## config.mk

```make
export PLATFORM = sky130hd
export DESIGN_NAME = sync_link_ctrl
export DESIGN_NICKNAME = d
export VERILOG_FILES = /design/src/rtl/sync_link_ctrl_pkg.sv /design/src/rtl/sync_link_ctrl_sat_counter.sv /design/src/rtl/sync_link_ctrl.sv
export SDC_FILE = /design/constraint.sdc
export NUM_CORES = 1
export LEC_CHECK = 0
export ABC_AREA = 1
export BUFFER_PORTS_ARGS = -buffer_cell sky130_fd_sc_hd__buf_4
export CAP_MARGIN = 25
export CORE_ASPECT_RATIO = 0.7
export CORE_MARGIN = 2
export CORE_UTILIZATION = 40
export DETAILED_ROUTE_END_ITERATION = 8
export GPL_ROUTABILITY_DRIVEN = 0
export GPL_TIMING_DRIVEN = 1
export PLACE_DENSITY = 0.56
export SLEW_MARGIN = 20
export SYNTH_ARGS = -nofsm -noshare
export SYNTH_HDL_FRONTEND = slang
export SYNTH_SLANG_ARGS = --single-unit
```

## constraint.sdc

```tcl
create_clock -name clk -period 1.9 [get_ports clk]
set_input_delay 0.38 -clock clk [delete_from_list [all_inputs] [get_ports clk]]
set_output_delay 0.38 -clock clk [all_outputs]
set_load 0.05 [all_outputs]
```

## src/rtl/sync_link_ctrl_pkg.sv

```systemverilog
// Shared definitions for the PCS synchronization supervisory controller.
package sync_link_ctrl_pkg;

    localparam logic TRUE  = 1'b1;
    localparam logic FALSE = 1'b0;

    localparam int unsigned CNT_W_DEF = 8;

    // One-hot encodings, also exported on ctrl_state for debug.
    typedef enum logic [5:0] {
        IDLE       = 6'b000001,
        RESET_SYNC = 6'b000010,
        ACQUIRE    = 6'b000100,
        QUALIFY    = 6'b001000,
        LINK_UP    = 6'b010000,
        BACKOFF    = 6'b100000
    } link_state_e;

    // Saturation value of a counter of the given width (widths up to 32).
    function automatic int unsigned sat_max(input int unsigned w);
        return (w >= 32) ? 32'hFFFF_FFFF : ((32'd1 << w) - 32'd1);
    endfunction

endpackage

```

## src/rtl/sync_link_ctrl_sat_counter.sv

```systemverilog
// Saturating event counter; clear wins over a same-cycle increment.
module sync_sat_counter
    import sync_link_ctrl_pkg::*;
#(
    parameter int unsigned CNT_W = CNT_W_DEF
) (
    input  logic             clk,
    input  logic             rst,
    input  logic             clear,
    input  logic             inc,
    output logic [CNT_W-1:0] count
);

    localparam logic [CNT_W-1:0] SAT = CNT_W'(sat_max(CNT_W));

    logic [CNT_W-1:0] count_q;
    logic [CNT_W-1:0] count_d;

    always_comb begin
        count_d = count_q;
        if (clear) begin
            count_d = '0;
        end else if (inc && (count_q != SAT)) begin
            count_d = count_q + CNT_W'(1);
        end
    end

    always_ff @(posedge clk) begin
        if (rst) begin
            count_q <= '0;
        end else begin
            count_q <= count_d;
        end
    end

    assign count = count_q;

endmodule

```

## src/rtl/sync_link_ctrl.sv

```systemverilog
// Sequences the PCS Synchronization block: reset, acquire, qualify, link up,
// and back-off retraining after loss of sync or acquisition timeout.
module sync_link_ctrl
    import sync_link_ctrl_pkg::*;
#(
    parameter int unsigned RST_CYCLES     = 4,
    parameter int unsigned ACQ_TIMEOUT    = 1024,
    parameter int unsigned STABLE_CYCLES  = 16,
    parameter int unsigned BACKOFF_CYCLES = 64,
    parameter int unsigned CNT_W          = 8
) (
    input  logic             clk,
    input  logic             mr_main_reset,
    input  logic             enable,
    input  logic             code_sync_status,
    input  logic             clear_counters,
    output logic             sync_reset,
    output logic             link_up,
    output logic             timeout_err,
    output logic [CNT_W-1:0] loss_count,
    output logic [CNT_W-1:0] timeout_count,
    output logic [5:0]       ctrl_state
);

    localparam int unsigned TMAX_A = (RST_CYCLES > ACQ_TIMEOUT) ? RST_CYCLES : ACQ_TIMEOUT;
    localparam int unsigned TMAX_B = (STABLE_CYCLES > BACKOFF_CYCLES) ? STABLE_CYCLES : BACKOFF_CYCLES;
    localparam int unsigned TMAX   = (TMAX_A > TMAX_B) ? TMAX_A : TMAX_B;
    localparam int unsigned TMR_W  = (TMAX > 1) ? $clog2(TMAX) : 1;

    localparam logic [TMR_W-1:0] RST_LAST = TMR_W'(RST_CYCLES - 1);
    localparam logic [TMR_W-1:0] ACQ_LAST = TMR_W'(ACQ_TIMEOUT - 1);
    localparam logic [TMR_W-1:0] STB_LAST = TMR_W'(STABLE_CYCLES - 1);
    localparam logic [TMR_W-1:0] BO_LAST  = TMR_W'(BACKOFF_CYCLES - 1);

    link_state_e      state_q, state_d;
    logic [TMR_W-1:0] timer_q, timer_d;
    logic             sync_reset_q, sync_reset_d;
    logic             link_up_q, link_up_d;
    logic             timeout_err_q, timeout_err_d;
    logic             loss_inc, timeout_inc;

    always_comb begin
        state_d       = state_q;
        timer_d       = timer_q + TMR_W'(1);
        timeout_err_d = FALSE;
        loss_inc      = FALSE;
        timeout_inc   = FALSE;

        if (!enable) begin
            state_d = IDLE;
        end else begin
            case (state_q)
                IDLE:       state_d = RESET_SYNC;
                RESET_SYNC: if (timer_q == RST_LAST) state_d = ACQUIRE;
                ACQUIRE: begin
                    if (code_sync_status) begin
                        state_d = QUALIFY;
                    end else if (timer_q == ACQ_LAST) begin
                        state_d       = BACKOFF;
                        timeout_err_d = TRUE;
                        timeout_inc   = TRUE;
                    end
                end
                QUALIFY: begin
                    if (!code_sync_status) begin
                        state_d = ACQUIRE;
                    end else if (timer_q == STB_LAST) begin
                        state_d = LINK_UP;
                    end
                end
                LINK_UP: begin
                    if (!code_sync_status) begin
                        state_d  = BACKOFF;
                        loss_inc = TRUE;
                    end
                end
                BACKOFF:    if (timer_q == BO_LAST) state_d = ACQUIRE;
                default:    state_d = IDLE;
            endcase
        end

        // Timer only runs in the timed states and restarts on every entry.
        if ((state_d != state_q) || (state_q == IDLE) || (state_q == LINK_UP)) begin
            timer_d = '0;
        end

        sync_reset_d = !((state_d == ACQUIRE) || (state_d == QUALIFY) || (state_d == LINK_UP));
        link_up_d    = (state_d == LINK_UP);
    end

    always_ff @(posedge clk) begin
        if (mr_main_reset) begin
            state_q       <= IDLE;
            timer_q       <= '0;
            sync_reset_q  <= TRUE;
            link_up_q     <= FALSE;
            timeout_err_q <= FALSE;
        end else begin
            state_q       <= state_d;
            timer_q       <= timer_d;
            sync_reset_q  <= sync_reset_d;
            link_up_q     <= link_up_d;
            timeout_err_q <= timeout_err_d;
        end
    end

    sync_sat_counter #(.CNT_W(CNT_W)) u_loss_cnt (
        .clk   (clk),
        .rst   (mr_main_reset),
        .clear (clear_counters),
        .inc   (loss_inc),
        .count (loss_count)
    );

    sync_sat_counter #(.CNT_W(CNT_W)) u_timeout_cnt (
        .clk   (clk),
        .rst   (mr_main_reset),
        .clear (clear_counters),
        .inc   (timeout_inc),
        .count (timeout_count)
    );

    assign sync_reset  = sync_reset_q;
    assign link_up     = link_up_q;
    assign timeout_err = timeout_err_q;
    assign ctrl_state  = state_q;

endmodule

```

# Yosys cells after proc, flatten, opt, wreduce, memory -nomap -nowiden

Index checks and enable logic that the tools add are counted.

Bits in registers: 35
Bits of input ports: 5
Output and inout port bits: 25
Word-level logic and storage cells: 51

Add/subtract/negate cells: 3
Equal/unequal tests: 16
Mux-type cells: 16
Reduce and logical (&&, ||, !) cells: 9

Operator list:

| kind                                                              | count |
|---|---|
| 6-bit 2-to-1 mux                                                  | 8 |
| 6-bit one-hot mux with 6 select lines                             | 1 |
| 8-bit by 1-bit adder with 8-bit output (second input constant)    | 2 |
| 8-bit inequality test (second input constant)                     | 2 |
| 6-bit by 3-bit == test with 1-bit output (second input constant)  | 2 |
| 6-bit by 4-bit == test with 1-bit output (second input constant)  | 2 |
| 6-bit by 5-bit == test with 1-bit output (second input constant)  | 2 |
| 10-bit by 1-bit adder with 10-bit output (second input constant)  | 1 |
| 10-bit == test (second input constant)                            | 1 |
| 10-bit by 2-bit == test with 1-bit output (second input constant) | 1 |
| 10-bit by 4-bit == test with 1-bit output (second input constant) | 1 |
| 10-bit by 6-bit == test with 1-bit output (second input constant) | 1 |
| 1-bit 2-to-1 mux                                                  | 7 |
| 6-bit by 1-bit == test with 1-bit output (second input constant)  | 1 |
| 6-bit by 2-bit == test with 1-bit output (second input constant)  | 1 |
| 6-bit == test (second input constant)                             | 1 |
| 6-bit inequality test                                             | 1 |
| 1-bit logical OR                                                  | 4 |
| 2-bit OR reduction                                                | 2 |
| 1-bit logical AND                                                 | 2 |
| 1-bit zero test                                                   | 1 |

# Logic depth before layout (Yosys ltp)

Word-level depth: 9
Depth in mapped cells: 14
Depth with buffers taken out: 14

# By module

From an unflattened synthesis, not the netlist that was laid out.

Cells, all modules: 313
Area total of the unflattened synthesis: 1995.7 µm²

By module, submodules not included:

| module           | times used | cells each | area an instance (µm²) | seq. area each (µm²) |
|---|---|---|---|---|
| sync_link_ctrl   | 1          | 167        | 1074.8                 | 380.4 |
| sync_sat_counter | 2          | 73         | 460.4                  | 160.2 |

# Worst setup path after synthesis

OpenSTA, ideal clock, no wires.

Path kind: register to register
From: register u_timeout_cnt.count_q[0], in the netlist u_timeout_cnt.count[0]
To: register u_timeout_cnt.count_q[7], in the netlist u_timeout_cnt.count[7]
Library setup time: 0.070 ns
Arrival time: 1.923 ns
Data required time: 1.830 ns
Slack: -0.093 ns
Cell stages (with the launch flop): 12
Path buffers: 0
Period minus slack after synthesis: 1.993 ns
Path through: dfxtp_1 > ha_1 > nand3_1 > nor2_1 > inv_1 > nor3_1 > nor2_4 > nand2_2 > nor2_4 > nand3_1 > o21ai_1 > a21oi_1

Cells in the longest elaborated chain, start to end: 2
Elaborated cells on any way between the ends: 3
Those cells by class: add/sub: 1; eq/ne: 1; reduce/logical: 1

RTL lines:

| item                                                                           | line                             | source |
|---|---|---|
| from (decl)                                                                    | sync_link_ctrl_sat_counter.sv:16 | `logic [CNT_W-1:0] count_q;` |
| from (signal assigned)                                                         | sync_link_ctrl_sat_counter.sv:32 | `count_q <= count_d;` |
| branches (longest 2 deep; another with 8-bit by 1-bit adder with 8-bit output) | n/a                              |  |

Several ways; the timed one is not identified.
A chain may end at the register's enable or synchronous reset.

# Final worst setup path

From: register timer_q[1]
To: register timer_q[2]

Cells in the longest elaborated chain, start to end: 9
Elaborated cells on any way between the ends: 17
Those cells by class: add/sub: 1; eq/ne: 5; mux: 8; reduce/logical: 3

RTL lines:

| item                                                                               | line                                       | source |
|---|---|---|
| from (decl)                                                                        | sync_link_ctrl.sv:36                       | `logic [TMR_W-1:0] timer_q, timer_d;` |
| from (signal assigned)                                                             | sync_link_ctrl.sv:100                      | `timer_q <= timer_d;` |
| 10-bit by 4-bit == test with 1-bit output / 10-bit == test (equally long branches) | sync_link_ctrl.sv:67, sync_link_ctrl.sv:58 |  |
| 6-bit 2-to-1 mux, on equally long branches                                         | sync_link_ctrl.sv:67, sync_link_ctrl.sv:58 |  |
| 6-bit 2-to-1 mux, on equally long branches                                         | sync_link_ctrl.sv:65, sync_link_ctrl.sv:56 |  |
| 6-bit one-hot mux with 6 select lines                                              | sync_link_ctrl.sv:52                       | `case (state_q)` |
| 6-bit 2-to-1 mux                                                                   | sync_link_ctrl.sv:49                       | `if (!enable) begin` |
| 6-bit inequality test                                                              | sync_link_ctrl.sv:83                       | `if ((state_d != state_q) \|\| (state_q == IDLE) \|\| (state_q == LINK_UP)) begin` |
| 1-bit logical OR (2 in series)                                                     | sync_link_ctrl.sv:83                       |  |
| 2-bit OR reduction (no line)                                                       | n/a                                        |  |

Parallel ways exist; a longest one is shown, timed or not.

==> key figures <==
Logic synthesis
  • Post-Syn Instances: 279
  • Async S/R FF share, synth: 0
  • Synthesis Warnings: 0
  • Number of distinct library cell variants in the gate-level netlist after synthesis: 30
  • Avg Inst Size Synth: 7.063 sq um
  • Count of flip-flops with a built-in enable after synthesis: 0
  • Post-synthesis register bit count: 35
  • Netlist Area Pre-Place: 1971 sq um
  • Most common flop cell mapped by yosys: sky130_fd_sc_hd__dfxtp_1
  • Net count after synthesis: 287
  • Post-synthesis sequential area ratio: 0.3556

Global routing
  • Antenna violations before repair: 0
  • Total congestion overflow: 0
  • Number of global-route vias before repair: 1616
  • First-pass GRT wire length: 7631 um
  • Total track usage: 0.1776
  • Largest net degree at the start of global routing: 15

Power
  • PD cells: 541.5 nW/um^2
  • Internal power consumption: 1.054 mW
  • Switching fraction of total power: 0.2493
  • Static leakage: 1.105 nW
  • Clock power share: 0.395
  • Part of the total power dissipated in sequential elements: 0.528
  • Share of power burned in combinational logic: 0.077
  • Worst IR drop on VDD: 0.0003460 V
  • Sw Pwr: 350.2 uW

Floorplanning
  • Die Wd: 87.89 um
  • Num ports: 30
  • Initial core utilization: 0.4144
  • Height of the die: 62.73 um
  • FP Rows: 21
  • Area of the die: 5513 sq um
  • Core area: 4756 sq um

Layout
  • Most common library cell in the layout ignoring fill and taps: sky130_fd_sc_hd__nand2_1
  • Layout fillers: 477
  • Diode count: 0
  • Proportion of layout cells with a drive suffix above 1: 0.3773
  • Commonest cells after routing, fill and taps aside: 52 x sky130_fd_sc_hd__nand2_1, 41 x sky130_fd_sc_hd__buf_4, 37 x sky130_fd_sc_hd__inv_1, 27 x sky130_fd_sc_hd__nor2_1, 22 x sky130_fd_sc_hd__dfxtp_1
  • Area Overhead vs Synth: 31.62%
  • Final core utilization: 0.5454
  • Final net count: 334

Hold path
  • Min-Delay Endpoint: ctrl_state[5]
  • Hold path startpoint: mr_main_reset
  • Worst Hold Path Cells: 2
  • Type of the tightest min-delay check: in -> reg

Routing
  • Post-route antenna net violation count: 0
  • Count of routing violations after the opening detailed-route iteration: 107
  • Via count: 1850
  • # DRC: 0
  • Pre-Repair DR Iteration Count: 4
  • Total routed wirelength: 4974 um
  • Detailed-route wire length per cell: 12.59 um
  • Post-detailed-route via-to-cell ratio: 4.684

Worst setup path
  • Worst endpoint data arrival time: 2.08 ns
  • CP cell instances: ha_4, nand2_4, nor2_4, nand3_2, nand2_1, nand3_2, nand2_2, nand2_2, nand2_2, nand2_2, nor2_4, nand3_4, nor3_2
  • Slowest cell delay on critical path: 0.36 ns
  • Critical Path Slowest Stage Cell: sky130_fd_sc_hd__dfxtp_2
  • Highest fanout seen on the critical path: 5
  • Type of the worst setup path: reg -> reg
  • Element type at the critical path start: flip-flop
  • R2r setup slk: 0.03 ns
  • Cell repeated most along the worst path: sky130_fd_sc_hd__nand2_2
  • Capture instance of the worst register-to-register path: timer_q[2]
  • R2r worst-path depth: 13
  • FF-to-FF Start: timer_q[1]
  • Endpoint type of the worst setup path: flip-flop
  • Critical path data required time: 2.11 ns

Placed design
  • Count of port buffers added during placement: 29
  • HPWL after detailed placement: 3423 um
  • Worst setup timing slack at the placement stage: 0.04722 ns

Timing
  • Worst rel slew slack: 0.7134
  • Min setup slack post-route: 0.03150 ns
  • Time the worst path needs with I/O delays and setup: 1.869 ns
  • Period utilization: 0.9834
  • Setup repair after global routing missed its margin: true
  • Final Hold Violating Endpoints: 0
  • Total setup violations reported at the end of the flow: 0
  • Setup skew after layout: 0.004680 ns
  • Highest attainable clock frequency: 535.2 MHz
  • Setup tns final: 0 ns
  • Worst-margin pin slew: 0.4283 ns
  • Final slew viol count: 0
  • Hold Slack: 0.3414 ns

Run status
  • Status: completed

Clock tree
  • Number of H-tree levels: 2
  • Clock transition at the registers of the reported paths: 0.07 ns
  • TritonCTS clock tree: built
  • Clock sink count: 35
  • Clock Root Buffer: sky130_fd_sc_hd__clkbuf_8
  • Max Buffers Root-to-Sink: 2
  • Worst-skew pair later-pin latency: 0.28 ns
  • Num CTS Buffers: 5

Job
  • Max-cap violation count: 0
==> layer usage <==
metal / wire (um) / GRT usage / share of wire / vias to the layer above
met5: 0 / 0 / 0 / -
met4: 29 / 0.04231 / 0.0058 / 0
met3: 248 / 0.05812 / 0.050 / 5
met2: 1899 / 0.2197 / 0.38 / 49
met1: 2798 / 0.2869 / 0.56 / 808
li1: - / - / - / 988
==> worst max-delay path: cells and delay by family, from the launching register on <==
kind / cells / cell delay (ns)
AND/OR/NAND/NOR: 12 / 1.26
adder cells (fa/ha/maj): 1 / 0.18
flip-flops: 1 / 0.36
==> kinds of logic after synthesis <==
kind of cell,count (synthesis),share of synthesized area
and+or+nand+nor,152,0.4019
buffers and inverters,48,0.09651
DFF,35,0.3556
AOI/OAI and AO/OA,33,0.09143
xor gates and xnor gates,8,0.03556
adders and majority gates,3,0.01905
==> power by group through the flow <==
stage / sequential [mW] / combinational, mW / clock (mW)
4_1_cts: 0.741 / 0.0946 / 0.574
3_3_place_gp: 0.758 / 0.0945 / 0
3_5_place_dp: 0.758 / 0.0944 / 0
6_report: 0.742 / 0.108 / 0.554
2_1_floorplan: 0.767 / 0.0569 / 0
5_1_grt: 0.742 / 0.119 / 0.611
==> flip-flops by register name, summed over array words and instances, names as in the netlist <==
name / count
ctrl_state: 6
link_up: 1
sync_reset: 1
timeout_err: 1
timer_q: 10
u_loss_cnt.count: 8
u_timeout_cnt.count: 8
==> worst max path at each step <==
stage	startpoint	endpoint	slack, ns	depth (start not counted)
finish	timer_q[1]	timer_q[2]	0.03	13
global route	timer_q[1]	timer_q[2]	-0.09	13
CTS	timer_q[1]	timer_q[8]	0.03	11
detailed placement	timer_q[1]	timer_q[8]	0.05	11
global placement	timer_q[0]	u_timeout_cnt.count[7]	0.08	12
floorplan	ctrl_state[4]	timer_q[0]	0.005	12
==> synth_stat cells, types with 3 or more instances <==
| cell | n | area share |
|---|---|---|
| sky130_fd_sc_hd__a21oi_1 | 15 | 0.038 |
| sky130_fd_sc_hd__dfxtp_1 | 35 | 0.36 |
| sky130_fd_sc_hd__ha_1 | 3 | 0.019 |
| sky130_fd_sc_hd__inv_1 | 41 | 0.078 |
| sky130_fd_sc_hd__inv_2 | 3 | 0.0057 |
| sky130_fd_sc_hd__nand2_1 | 59 | 0.11 |
| sky130_fd_sc_hd__nand2_2 | 8 | 0.025 |
| sky130_fd_sc_hd__nand3_1 | 20 | 0.051 |
| sky130_fd_sc_hd__nand3_2 | 3 | 0.015 |
| sky130_fd_sc_hd__nor2_1 | 32 | 0.061 |
| sky130_fd_sc_hd__nor2_2 | 5 | 0.016 |
| sky130_fd_sc_hd__nor2_4 | 4 | 0.023 |
| sky130_fd_sc_hd__nor3_1 | 5 | 0.013 |
| sky130_fd_sc_hd__nor3_2 | 11 | 0.056 |
| sky130_fd_sc_hd__o21a_1 | 3 | 0.011 |
| sky130_fd_sc_hd__o21ai_0 | 11 | 0.028 |
| sky130_fd_sc_hd__xor2_1 | 6 | 0.027 |
==> stage by stage <==
step | instance area, sq um | total power [mW] | instances
2_1_floorplan | 1977 | 0.8243 | 279
6_report | 2594 | 1.405 | 395
4_1_cts | 2392 | 1.409 | 387
5_1_grt | 2594 | 1.472 | 395
3_5_place_dp | 2305 | 0.8527 | 380
3_3_place_gp | 2305 | 0.8530 | 380
==> layout make-up <==
class                           instances  area [sq um]  area share
Tap cell                               69         86.33     0.03329
Inverter                               45         168.9     0.06512
Timing Repair Buffer                   41         307.8      0.1187
Clock inverter                          1         5.005    0.001930
Multi-Input combinational cell        198          1224      0.4718
Sequential cell                        35         719.4      0.2774
Clock buffer                            6         82.58     0.03184
==> repair_timing <==
action	4_1_cts	5_1_grt
resized for setup	0	41
buffers inserted	0	6
hold buffers	0	0
endpoints found under the setup margin	0	19
(Power assumes the default switching activity.)
